[src/rtl/mem_arbiter_pkg.sv]
// mem_arbiter shared definitions: FSM encoding, owner codes,
// default parameters and a counter-width helper.
package mem_arb_pkg;

    localparam int AW_DEF         = 16;
    localparam int DW_DEF         = 16;
    localparam int RD_LAT_DEF     = 1;
    localparam int STARVE_MAX_DEF = 4;

    typedef enum logic [1:0] {
        ST_IDLE  = 2'd0,
        ST_ISSUE = 2'd1,
        ST_WAIT  = 2'd2,
        ST_DONE  = 2'd3
    } arb_state_e;

    localparam logic OWN_CPU = 1'b0;
    localparam logic OWN_DMA = 1'b1;

    function automatic int cnt_w(input int max_v);
        return (max_v < 1) ? 1 : $clog2(max_v + 1);
    endfunction

endpackage

[src/rtl/mem_arbiter_if.sv]
// Bus bundle between the CPU path, the DMA engine, the RAM
// macro and the arbiter; slave is the arbiter side.
interface mem_arbiter_if
    import mem_arb_pkg::*;
#(
    parameter int AW = AW_DEF,
    parameter int DW = DW_DEF
) ();

    logic          cpu_req;
    logic          cpu_we;
    logic [AW-1:0] cpu_addr;
    logic [DW-1:0] cpu_wdata;
    logic [DW-1:0] cpu_rdata;
    logic          cpu_ack;

    logic          dma_req;
    logic          dma_we;
    logic [AW-1:0] dma_addr;
    logic [DW-1:0] dma_wdata;
    logic [DW-1:0] dma_rdata;
    logic          dma_ack;

    logic [AW-1:0] ram_addr;
    logic [DW-1:0] ram_wdata;
    logic          ram_we;
    logic [DW-1:0] ram_rdata;

    logic          busy;
    logic          owner;

    modport slave (
        input  cpu_req, cpu_we, cpu_addr, cpu_wdata,
        output cpu_rdata, cpu_ack,
        input  dma_req, dma_we, dma_addr, dma_wdata,
        output dma_rdata, dma_ack,
        output ram_addr, ram_wdata, ram_we,
        input  ram_rdata,
        output busy, owner
    );

    modport master (
        output cpu_req, cpu_we, cpu_addr, cpu_wdata,
        input  cpu_rdata, cpu_ack,
        output dma_req, dma_we, dma_addr, dma_wdata,
        input  dma_rdata, dma_ack,
        input  ram_addr, ram_wdata, ram_we,
        output ram_rdata,
        input  busy, owner
    );

endinterface

[src/rtl/mem_arbiter_starve.sv]
// Saturating count of edges a pending DMA request was passed
// over; o_force tells the arbiter to grant DMA next.
module mem_arb_starve
    import mem_arb_pkg::*;
#(
    parameter int STARVE_MAX = STARVE_MAX_DEF
) (
    input  logic clk,
    input  logic rst,
    input  logic i_dma_req,
    input  logic i_dma_grant,
    output logic o_force
);

    localparam int SW = cnt_w(STARVE_MAX);
    localparam logic [SW-1:0] CNT_MAX = SW'(STARVE_MAX);

    logic [SW-1:0] r_cnt;

    // count passed-over edges, clear on grant or no request
    always_ff @(posedge clk or posedge rst) begin
        if (rst) begin
            r_cnt <= '0;
        end else if (!i_dma_req || i_dma_grant) begin
            r_cnt <= '0;
        end else if (r_cnt != CNT_MAX) begin
            r_cnt <= r_cnt + 1'b1;
        end
    end

    assign o_force = (r_cnt == CNT_MAX);

endmodule

[src/rtl/mem_arbiter.sv]
// Two-requester arbiter for a single synchronous RAM port:
// CPU has priority, DMA is forced after a bounded wait.
module mem_arbiter
    import mem_arb_pkg::*;
#(
    parameter int AW         = AW_DEF,
    parameter int DW         = DW_DEF,
    parameter int RD_LAT     = RD_LAT_DEF,
    parameter int STARVE_MAX = STARVE_MAX_DEF
) (
    input  logic         clk,
    input  logic         rst,
    mem_arbiter_if.slave bus
);

    localparam logic [1:0] IDLE  = 2'(ST_IDLE);
    localparam logic [1:0] ISSUE = 2'(ST_ISSUE);
    localparam logic [1:0] WAIT  = 2'(ST_WAIT);
    localparam logic [1:0] DONE  = 2'(ST_DONE);

    localparam int LW = cnt_w(RD_LAT);
    localparam logic [LW-1:0] LAT_INIT = LW'(RD_LAT - 1);
    localparam logic [LW-1:0] LAT_LAST = LW'(1);
    localparam bit LAT1 = (RD_LAT == 1);

    logic [1:0]    r_state;
    logic          r_owner;
    logic [AW-1:0] r_ram_addr;
    logic [DW-1:0] r_ram_wdata;
    logic          r_ram_we;
    logic [LW-1:0] r_lat;
    logic [DW-1:0] r_cpu_rdata;
    logic [DW-1:0] r_dma_rdata;

    logic w_idle;
    logic w_force;
    logic w_grant_cpu;
    logic w_grant_dma;
    logic w_capture;

    assign w_idle = (r_state == IDLE);

    assign w_grant_dma = w_idle && bus.dma_req
                      && (w_force || !bus.cpu_req);

    assign w_grant_cpu = w_idle && bus.cpu_req
                      && !(bus.dma_req && w_force);

    // read data is on ram_rdata on the last latency edge
    assign w_capture = (r_state == ISSUE && !r_ram_we && LAT1)
                    || (r_state == WAIT && r_lat == LAT_LAST);

    mem_arb_starve #(
        .STARVE_MAX (STARVE_MAX)
    ) u_starve (
        .clk         (clk),
        .rst         (rst),
        .i_dma_req   (bus.dma_req),
        .i_dma_grant (w_grant_dma),
        .o_force     (w_force)
    );

    // access sequencer: grant, issue, wait for data, acknowledge
    always_ff @(posedge clk or posedge rst) begin
        if (rst) begin
            r_state     <= IDLE;
            r_owner     <= OWN_CPU;
            r_ram_addr  <= '0;
            r_ram_wdata <= '0;
            r_ram_we    <= 1'b0;
            r_lat       <= '0;
        end else begin
            unique case (r_state)
                IDLE: begin
                    if (w_grant_dma) begin
                        r_ram_addr  <= bus.dma_addr;
                        r_ram_wdata <= bus.dma_wdata;
                        r_ram_we    <= bus.dma_we;
                        r_owner     <= OWN_DMA;
                        r_state     <= ISSUE;
                    end else if (w_grant_cpu) begin
                        r_ram_addr  <= bus.cpu_addr;
                        r_ram_wdata <= bus.cpu_wdata;
                        r_ram_we    <= bus.cpu_we;
                        r_owner     <= OWN_CPU;
                        r_state     <= ISSUE;
                    end
                end
                ISSUE: begin
                    r_ram_we <= 1'b0;
                    if (r_ram_we || LAT1) begin
                        r_state <= DONE;
                    end else begin
                        r_lat   <= LAT_INIT;
                        r_state <= WAIT;
                    end
                end
                WAIT: begin
                    if (r_lat == LAT_LAST) begin
                        r_state <= DONE;
                    end else begin
                        r_lat <= r_lat - 1'b1;
                    end
                end
                DONE: begin
                    r_state <= IDLE;
                end
                default: begin
                    r_state <= IDLE;
                end
            endcase
        end
    end

    // steer captured read data to the owner; the other holds
    always_ff @(posedge clk or posedge rst) begin
        if (rst) begin
            r_cpu_rdata <= '0;
            r_dma_rdata <= '0;
        end else if (w_capture) begin
            if (r_owner == OWN_DMA) begin
                r_dma_rdata <= bus.ram_rdata;
            end else begin
                r_cpu_rdata <= bus.ram_rdata;
            end
        end
    end

    assign bus.ram_addr  = r_ram_addr;
    assign bus.ram_wdata = r_ram_wdata;
    assign bus.ram_we    = r_ram_we;
    assign bus.cpu_rdata = r_cpu_rdata;
    assign bus.dma_rdata = r_dma_rdata;
    assign bus.cpu_ack   = (r_state == DONE) && (r_owner == OWN_CPU);
    assign bus.dma_ack   = (r_state == DONE) && (r_owner == OWN_DMA);
    assign bus.busy      = (r_state != IDLE);
    assign bus.owner     = r_owner;

endmodule

[src/flat_wrapper.sv]
// flat-port wrapper written by rule: the top's interface ports become plain ports
module mem_arbiter_flat import mem_arb_pkg::*;
#(
    parameter int AW         = AW_DEF,
    parameter int DW         = DW_DEF,
    parameter int RD_LAT     = RD_LAT_DEF,
    parameter int STARVE_MAX = STARVE_MAX_DEF
)
  (clk, rst, bus_cpu_req, bus_cpu_we, bus_cpu_addr, bus_cpu_wdata, bus_cpu_rdata, bus_cpu_ack, bus_dma_req, bus_dma_we, bus_dma_addr, bus_dma_wdata, bus_dma_rdata, bus_dma_ack, bus_ram_addr, bus_ram_wdata, bus_ram_we, bus_ram_rdata, bus_busy, bus_owner);
  mem_arbiter_if #(.AW(AW), .DW(DW)) bus_i ();
  input  logic clk;
  input  logic rst;
  input wire logic [$bits(bus_i.cpu_req)-1:0] bus_cpu_req;
  input wire logic [$bits(bus_i.cpu_we)-1:0] bus_cpu_we;
  input wire logic [$bits(bus_i.cpu_addr)-1:0] bus_cpu_addr;
  input wire logic [$bits(bus_i.cpu_wdata)-1:0] bus_cpu_wdata;
  output wire logic [$bits(bus_i.cpu_rdata)-1:0] bus_cpu_rdata;
  output wire logic [$bits(bus_i.cpu_ack)-1:0] bus_cpu_ack;
  input wire logic [$bits(bus_i.dma_req)-1:0] bus_dma_req;
  input wire logic [$bits(bus_i.dma_we)-1:0] bus_dma_we;
  input wire logic [$bits(bus_i.dma_addr)-1:0] bus_dma_addr;
  input wire logic [$bits(bus_i.dma_wdata)-1:0] bus_dma_wdata;
  output wire logic [$bits(bus_i.dma_rdata)-1:0] bus_dma_rdata;
  output wire logic [$bits(bus_i.dma_ack)-1:0] bus_dma_ack;
  output wire logic [$bits(bus_i.ram_addr)-1:0] bus_ram_addr;
  output wire logic [$bits(bus_i.ram_wdata)-1:0] bus_ram_wdata;
  output wire logic [$bits(bus_i.ram_we)-1:0] bus_ram_we;
  input wire logic [$bits(bus_i.ram_rdata)-1:0] bus_ram_rdata;
  output wire logic [$bits(bus_i.busy)-1:0] bus_busy;
  output wire logic [$bits(bus_i.owner)-1:0] bus_owner;
  assign bus_i.cpu_req = bus_cpu_req;
  assign bus_i.cpu_we = bus_cpu_we;
  assign bus_i.cpu_addr = bus_cpu_addr;
  assign bus_i.cpu_wdata = bus_cpu_wdata;
  assign bus_cpu_rdata = bus_i.cpu_rdata;
  assign bus_cpu_ack = bus_i.cpu_ack;
  assign bus_i.dma_req = bus_dma_req;
  assign bus_i.dma_we = bus_dma_we;
  assign bus_i.dma_addr = bus_dma_addr;
  assign bus_i.dma_wdata = bus_dma_wdata;
  assign bus_dma_rdata = bus_i.dma_rdata;
  assign bus_dma_ack = bus_i.dma_ack;
  assign bus_ram_addr = bus_i.ram_addr;
  assign bus_ram_wdata = bus_i.ram_wdata;
  assign bus_ram_we = bus_i.ram_we;
  assign bus_i.ram_rdata = bus_ram_rdata;
  assign bus_busy = bus_i.busy;
  assign bus_owner = bus_i.owner;
  mem_arbiter #(.AW(AW), .DW(DW), .RD_LAT(RD_LAT), .STARVE_MAX(STARVE_MAX)) u_core (.clk(clk), .rst(rst), .bus(bus_i));
endmodule
[config.mk]
export PLATFORM = sky130hd
export DESIGN_NAME = mem_arbiter_flat
export DESIGN_NICKNAME = d
export VERILOG_FILES = /design/src/rtl/mem_arbiter_pkg.sv /design/src/rtl/mem_arbiter_if.sv /design/src/rtl/mem_arbiter_starve.sv /design/src/rtl/mem_arbiter.sv /design/src/flat_wrapper.sv
export SDC_FILE = /design/constraint.sdc
export NUM_CORES = 1
export LEC_CHECK = 0
export BUFFER_PORTS_ARGS = -buffer_cell sky130_fd_sc_hd__buf_4
export CAP_MARGIN = 20
export CORE_UTILIZATION = 29
export DETAILED_ROUTE_END_ITERATION = 10
export PLACE_DENSITY_LB_ADDON = 0.25
export SYNTH_ARGS = -nofsm -noshare
export SYNTH_HDL_FRONTEND = slang
export SYNTH_HIERARCHICAL = 1
export SYNTH_SLANG_ARGS = --single-unit
[constraint.sdc]
create_clock -name clk -period 6.66 [get_ports clk]
set_clock_uncertainty 0.05 [all_clocks]
set_input_delay 1.332 -clock clk [delete_from_list [all_inputs] [get_ports clk]]
set_output_delay 1.332 -clock clk [all_outputs]
set_load 0.05 [all_outputs]
-- Word level (Yosys, flattened, before mapping)
Cells that the tools add are included.
- register bits: 72
- input port bits: 86
- output and inout bits: 69
- $add $sub $neg: 2
- eq/ne operators: 7
- mux-type cells: 16
- bitwise logic cells: 1
- reduce and logical (&&, ||, !) cells: 26
- operator list (operator ; count):
    $mux W16 ; 4
    $reduce_and A2 Y1 ; 5
    $logic_and A1 B1 Y1 ; 9
    $pmux W2 S4 ; 1
    $reduce_bool A2 Y1 ; 4
    $mux W2 ; 3
    $mux W3 ; 2
    $ne A3 B3 Y1 const B ; 2
    $mux W1 ; 5
    $eq A2 B2 Y1 const B ; 2
    $logic_not A1 Y1 ; 4
    $add A3 B1 Y3 const B ; 1
    $eq A3 B3 Y1 const B ; 1
    $logic_or A1 B1 Y1 ; 3
    $eq A2 B1 Y1 const B ; 1
    $logic_not A2 Y1 ; 1
    $ne A2 B1 Y1 const B ; 1
    $pmux W1 S2 ; 1
    $not A1 Y1 ; 1
    $sub A1 B1 Y1 const B ; 1

-- Depth between registers and ports, before layout
Gate-level depths: netlist (run 1).
- word-level depth: 7
- depth in mapped cells: 9
- gate-level depth less buffers: 7

-- Cells and area by module
The synthesis (run 1) kept the hierarchy.
- by module, submodules not included (module ; instances ; cells an instance ; area an instance (sq um) ; seq. area each (sq um)):
    mem_arbiter ; 1 ; 242 ; 3071.7 ; 1726.7
    mem_arb_starve ; 1 ; 19 ; 186.4 ; 75.1

-- Worst setup path after synthesis (run 1)
Ideal clock, no wire load.
- kind: register -> output
- start: register u_core.r_owner (netlist: u_core/bus.owner)
- end: output bus_cpu_ack
- arrival time: 1.402 ns
- path slack: 3.876 ns
- cell stages (with the launch flop): 2
- path buffers: 0
- cell sequence: dfrtp_1 -> nor2b_1
- cells in the longest elaborated chain, start to end: 2
- ends and longest elaborated chain (item ; line ; source):
    start, declared ; mem_arbiter.sv:27 ; logic r_owner;
    start signal, assigned ; mem_arbiter.sv:67 ; r_owner <= OWN_CPU;
    start signal, assigned ; mem_arbiter.sv:79 ; r_owner <= OWN_DMA;
    start signal, assigned ; mem_arbiter.sv:85 ; r_owner <= OWN_CPU;
    $not A1 Y1 ; mem_arbiter.sv:134 ; assign bus.cpu_ack = (r_state == DONE) && (r_owner == OWN_CPU);
    $logic_and A1 B1 Y1 ; mem_arbiter.sv:134 ;
    end, declared ; flat_wrapper.sv:18 ; output wire logic [$bits(bus_i.cpu_ack)-1:0] bus_cpu_ack;
Every way passes these cells.

-- Final worst setup path (run 1)
- start: register u_core.r_state[0]
- end: output bus_busy
- cells in the longest elaborated chain, start to end: 1
- ends and longest elaborated chain (item ; line ; source):
    start, declared ; mem_arbiter.sv:26 ; logic [1:0] r_state;
    start signal, assigned ; mem_arbiter.sv:66 ; r_state <= IDLE;
    start signal, assigned ; mem_arbiter.sv:80 ; r_state <= ISSUE;
    start signal, assigned ; mem_arbiter.sv:86 ; r_state <= ISSUE;
    $reduce_bool A2 Y1 ; mem_arbiter.sv:136 ; assign bus.busy = (r_state != IDLE);
    end, declared ; flat_wrapper.sv:29 ; output wire logic [$bits(bus_i.busy)-1:0] bus_busy;
Every way passes these cells.

==> impl_metrics.json, run 1 <==
{
  "grt_pass1_vias": 2444,
  "rr_worst_depth": 8,
  "p_leak_nw": 2.54,
  "highest_layer": "met4",
  "route.detailed.wl_per_inst_um": 13.4,
  "cts_tree": "built",
  "status": "complete, no violations",
  "synth_top_family_by_area": "multiplexers",
  "required_ns": 5.28,
  "cap_violations": 0,
  "cp_slowest_cell": "dfrtp_1",
  "powerDensity_nw_per_um2": 586,
  "drcViolationCount": 0,
  "worst_slew_pin_slew_ns": 0.902,
  "synth_top_cell_by_area": "dfrtp_1",
  "period_share_pct": 42.6,
  "r2r_start": "u_core/u_starve/r_cnt[0]$_DFFE_PP0P_",
  "firstDrtPassIters": 4,
  "ys.flop_type": "dfrtp_1",
  "cp_slowest_stage_delay_ns": 0.41,
  "setup_tns_ns": 0,
  "maxSlewViolCount": 0,
  "dpl.cell_count": 544,
  "root_buffer": "clkbuf_8",
  "die_w_um": 108,
  "timing.hold.ws_ns": 0.439,
  "met2_length_um": 3250,
  "rsz0062_at_grt": "false",
  "drive_above_1_share_pct": 51.1,
  "fmax_mhz": 352,
  "finalHoldViolCount": 0,
  "finalNonFillerCells": 559,
  "layout.cells.most_common": "buf_4",
  "gp_congestion": 0.735,
  "io_pins": 155,
  "synth_edf_count": 0,
  "antenna_found_initial": 0,
  "area_growth_pct": 44.2,
  "cts_buffer_depth": 2,
  "yosys.area_share.simple_pct": 6.87,
  "worstPathArrival_ns": 1.46,
  "antenna_cells": 0,
  "endpoint_kind": "primary output",
  "crit_chain": "inv_1, ha_1, inv_1, buf_4",
  "yosysWarningCount": 6,
  "slew_headroom_pct": 39.8,
  "cts.htree.levels": 3,
  "hold_buffers": 0,
  "synthXorXnorAreaFrac_pct": 0,
  "reg2reg_slack_ns": 4.48,
  "fin_nets": 507,
  "cp_common_cell": "inv_1",
  "hpwlAfterDp_um": 5440,
  "m1WireLength_um": 3450,
  "grt_usage_pct": 13.6,
  "drt_iter0_drc": 65,
  "clock_sinks": 72,
  "peakVddDrop_uv": 329,
  "dr_wl_met3_um": 634,
  "grt_pass1_wl_um": 12000,
  "dr_total_vias": 2453,
  "holdPathEnd": "u_core/bus.ram_wdata[7]$_DFFE_PP0P_",
  "min_from": "u_core/bus.ram_wdata[7]$_DFFE_PP0P_",
  "cts.clk_slew.worst_paths_ns": 0.07,
  "syn_area_per_cell_sq_um": 12.5,
  "synthDistinctLibCells": 34,
  "period_minus_slack_ns": 2.84,
  "netlist_instances": 261,
  "synthesis.nets": 353,
  "drtAntennaViolNets": 0,
  "synthArstFlopShare_pct": 100,
  "worstHoldPathCells": 2,
  "hold_path.class": "reg -> reg",
  "path_delay_family": "buffers and inverters",
  "synth_area_sq_um": 3260,
  "final_cell_mix": "157 x buf_4, 72 x dfrtp_1, 36 x nand2_1",
  "die_h_um": 108,
  "synth-adder-area-share_pct": 2.30,
  "synth_area_leaders": "dfrtp_1 55%, mux2i_1 10%, mux2_2 7.6%",
  "die-area_sq_um": 11700,
  "critPathKind": "reg -> out",
  "core_sq_um": 10900,
  "muxShareOfSynthArea_pct": 22.4,
  "clock_latency_ns": 0.34,
  "critPathMaxFanout": 4,
  "finalWirelength_um": 7500,
  "path_buf_inv": 3,
  "finalSetupViolCount": 0,
  "seq_area_frac_synth_pct": 55.3,
  "rows": 38,
  "post_cts_buffers": 0,
  "floorplan.initialDensity_pct": 29.9,
  "synth_compound_area_share_pct": 7.72,
  "grt_max_degree": 68,
  "cts-resized-gates": 0,
  "portBuffers": 154,
  "synth_top_area_share_pct": 55.3,
  "vias_per_cell": 4.39,
  "critPathLaunchType": "register",
  "reg2reg_to": "u_core/u_starve/r_cnt[2]$_DFFE_PP0P_",
  "ys_ff_latch": 72,
  "cts_made_buffers": 9,
  "grt_overflow": 0
}
==> cell usage after synthesis (3+ instances only) <==
master	count
mux2i_1	33
mux2_4	10
nand2_1	36
inv_1	10
a21oi_1	4
dfrtp_1	72
mux2_2	22
ha_1	6
buf_12	3
clkbuf_1	3
buf_2	4
o21ai_0	5
o21ai_1	29
==> state kept, by name, indices dropped and copies added (netlist names) <==
name                   cells
u_core/bus.cpu_rdata      16
u_core/bus.dma_rdata      16
u_core/bus.ram_addr       16
u_core/bus.ram_wdata      16
u_core/u_starve/r_cnt      3
u_core/r_state             2
u_core/bus.owner           1
u_core/bus.ram_we          1
u_core/r_lat               1
==> kinds of logic (layout without fill, tap and decap cells) <==
| logic type | count (synthesis) | after routing |
|---|---|---|
| simple gates | 49 | 49 |
| fa+ha+maj | 6 | 6 |
| flops | 72 | 72 |
| compound gates | 44 | 44 |
| buf+inv | 25 | 183 |
| mux | 65 | 65 |
==> through the flow <==
| step | worst slack, ns | area (sq um) | power [mW] | util (%) |
|---|---|---|---|---|
| finish | 3.82 | 4700 | 2.75 | 43.1 |
| CTS | 3.78 | 4700 | 2.79 | 43.1 |
| global route | 3.71 | 4700 | 2.91 | 43.1 |
| floorplan | 3.54 | 3260 | 1.95 | - |
| detailed placement | 3.87 | 4500 | 2.42 | 41.3 |
| global placement | 3.88 | 4500 | 2.40 | 41.3 |
==> layer usage <==
layer,track usage [%],vias to the layer above
met2,19.7,114
met3,4.22,12
li1,-,1196
met5,0,-
met1,17.7,1131
met4,8.12,0
==> cell type report <==
class,instances,area [sq um]
Clock inverter,4,70.1
Inverter,11,41.3
Timing Repair Buffer,157,1180
Fill cell,1032,6190
Multi-Input combinational cell,164,1300
Tap cell,140,175
Sequential cell,72,1800
Clock buffer,11,131
==> worst min-delay path: cells and delay by family (launching register included) <==
family	cells	cell delay [ns]
AOI/OAI and AO/OA	1	0.06
DFF	1	0.35
and+or+nand+nor	1	0.05
==> worst max path at each step <==
stage	from	endpoint	slack, ns	cells after the start
after global routing	u_core/r_state[0]$_DFFE_PP0P_	bus_busy	3.71	4
after detailed placement	bus_cpu_req	u_core/u_starve/r_cnt[2]$_DFFE_PP0P_	3.87	7
after floorplan	rst	u_core/bus.cpu_rdata[0]$_DFFE_PP0P_	3.54	1
after global placement	bus_cpu_req	u_core/bus.ram_wdata[15]$_DFFE_PP0P_	3.88	6
after CTS	u_core/r_state[0]$_DFFE_PP0P_	bus_busy	3.78	4
final	u_core/r_state[0]$_DFFE_PP0P_	bus_busy	3.82	4
==> power by group <==
| group | leakage [nW] | internal [mW] | switching [mW] |
|---|---|---|---|
| registers | 0.866 | 0.651 | 0.121 |
| logic | 1.57 | 0.554 | 1.06 |
| clock network | 0.103 | 0.208 | 0.154 |
Power figures use the tool's default switching activity.
==> inputs of run 2 (changes only) <==
==> constraint.sdc (replaced) <==
create_clock -name clk -period 3 [get_ports clk]
set_clock_uncertainty 0.05 [all_clocks]
set_input_delay 0.6 -clock clk [delete_from_list [all_inputs] [get_ports clk]]
set_output_delay 0.6 -clock clk [all_outputs]
set_load 0.05 [all_outputs]
==> run 2 against run 1 <==
Effect of this change: die area stayed put; critical path depth is the same; final area is 1.7% higher; critical endpoint unchanged.
==> impl_metrics.json, run 2 (same netlist as run 1, synthesis figures left out) <==
{
  "dr_total_vias": 2469,
  "layout.cells.most_common": "buf_4",
  "route.detailed.wl_per_inst_um": 13.4,
  "die-area_sq_um": 11700,
  "hold_path.class": "in -> async",
  "period_share_pct": 71.3,
  "die_h_um": 108,
  "cts_made_buffers": 9,
  "rows": 38,
  "setup_slack_ns": 0.861,
  "finalHoldViolCount": 0,
  "cts-resized-gates": 0,
  "clock_latency_ns": 0.34,
  "critPathMaxFanout": 4,
  "finalWirelength_um": 7520,
  "cts_tree": "built",
  "rr_worst_depth": 5,
  "io_pins": 155,
  "die_w_um": 108,
  "drt_iter0_drc": 54,
  "powerDensity_nw_per_um2": 1310,
  "floorplan.initialDensity_pct": 29.9,
  "root_buffer": "clkbuf_8",
  "p_leak_nw": 2.57,
  "rsz0062_at_grt": "false",
  "cap_violations": 0,
  "setup_tns_ns": 0,
  "cts.htree.levels": 3,
  "drcViolationCount": 0,
  "peakVddDrop_uv": 573,
  "finalNonFillerCells": 562,
  "critPathKind": "reg -> out",
  "gp_congestion": 0.731,
  "drive_above_1_share_pct": 51.7,
  "antenna_cells": 0,
  "cts.clk_slew.worst_paths_ns": 0.08,
  "slew_headroom_pct": 46.2,
  "hpwlAfterDp_um": 5600,
  "hold_buffers": 0,
  "antenna_found_initial": 0,
  "clock_sinks": 72,
  "grt_usage_pct": 13.6,
  "grt_max_degree": 49,
  "grt_pass1_wl_um": 12100,
  "pre_cts_slack_ns": 0.940,
  "grt_overflow": 0,
  "drtAntennaViolNets": 0,
  "period_minus_slack_ns": 2.14,
  "endpoint_kind": "primary output",
  "maxSlewViolCount": 0,
  "grt_pass1_vias": 2455,
  "fin_nets": 509,
  "status": "complete, no violations",
  "final_cell_mix": "157 x buf_4, 72 x dfrtp_1, 36 x nand2_1",
  "worst_slew_pin_slew_ns": 0.807,
  "reg2reg_to": "u_core/bus.cpu_rdata[8]$_DFFE_PP0P_",
  "dpl.cell_count": 546,
  "worstPathArrival_ns": 1.49,
  "required_ns": 2.35,
  "fmax_mhz": 467,
  "vias_per_cell": 4.39,
  "r2r_start": "u_core/r_state[0]$_DFFE_PP0P_",
  "finalSetupViolCount": 0,
  "post_cts_buffers": 0,
  "portBuffers": 154,
  "critPathLaunchType": "register",
  "cts_buffer_depth": 2,
  "reg2reg_slack_ns": 0.97,
  "core_sq_um": 10900,
  "firstDrtPassIters": 6,
  "area_growth_pct": 46.7
}
## run 2: changes by cell type in the layout (fill, tap and decap cells not counted)
cell / delta
clkinv_2: -2
inv_6: +2
clkbuf_1: -1
buf_12: +2
bufinv_16: +1
clkinvlp_4: +1
## run 2: worst max-delay path by stage
stage | slack [ns] | start | cells past startpoint | end
after floorplan | 0.61 | rst | 1 | u_core/bus.cpu_rdata[0]$_DFFE_PP0P_
after global placement | 1.02 | u_core/r_state[0]$_DFFE_PP0P_ | 5 | u_core/bus.cpu_rdata[2]$_DFFE_PP0P_
after detailed placement | 0.94 | u_core/r_state[0]$_DFFE_PP0P_ | 5 | u_core/bus.cpu_rdata[8]$_DFFE_PP0P_
after CTS | 0.83 | u_core/r_state[0]$_DFFE_PP0P_ | 4 | bus_busy
after global routing | 0.76 | u_core/r_state[0]$_DFFE_PP0P_ | 4 | bus_busy
final | 0.86 | u_core/r_state[0]$_DFFE_PP0P_ | 4 | bus_busy
## run 2: per-layer routing
layer | routed length [um] | track usage [%]
met5 | 0 | 0
met4 | 65 | 5.87
met3 | 667 | 4.28
met2 | 3360 | 21.2
met1 | 3430 | 17.4
## run 2: critical path, cell delays in order, from the launching register on
cell	delay (ns)
dfrtp_1	0.42
inv_1	0.10
ha_1	0.29
inv_1	0.13
buf_4	0.21
## run 2: metrics by stage
stage	hold WS [ns]	area (sq um)	util [%]	total power, mW
global route	0.0664	4780	43.9	6.61
finish	0.0883	4780	43.9	6.26
global placement	0.419	4540	41.7	5.33
floorplan	0.304	3260	-	4.33
detailed placement	0.428	4540	41.7	5.39
CTS	0.0700	4780	43.9	6.35
## run 2: final cells by class
type	instances	area [sq um]
Fill cell	1028	6110
Sequential cell	72	1800
Multi-Input combinational cell	164	1300
Timing Repair Buffer	159	1220
Tap cell	140	175
Clock buffer	10	128
Clock inverter	6	115
Inverter	11	41.3
## run 2: power by group
group	internal, mW	switching [mW]
Sequential	1.44	0.273
Clock	0.559	0.376
Combinational	1.25	2.36
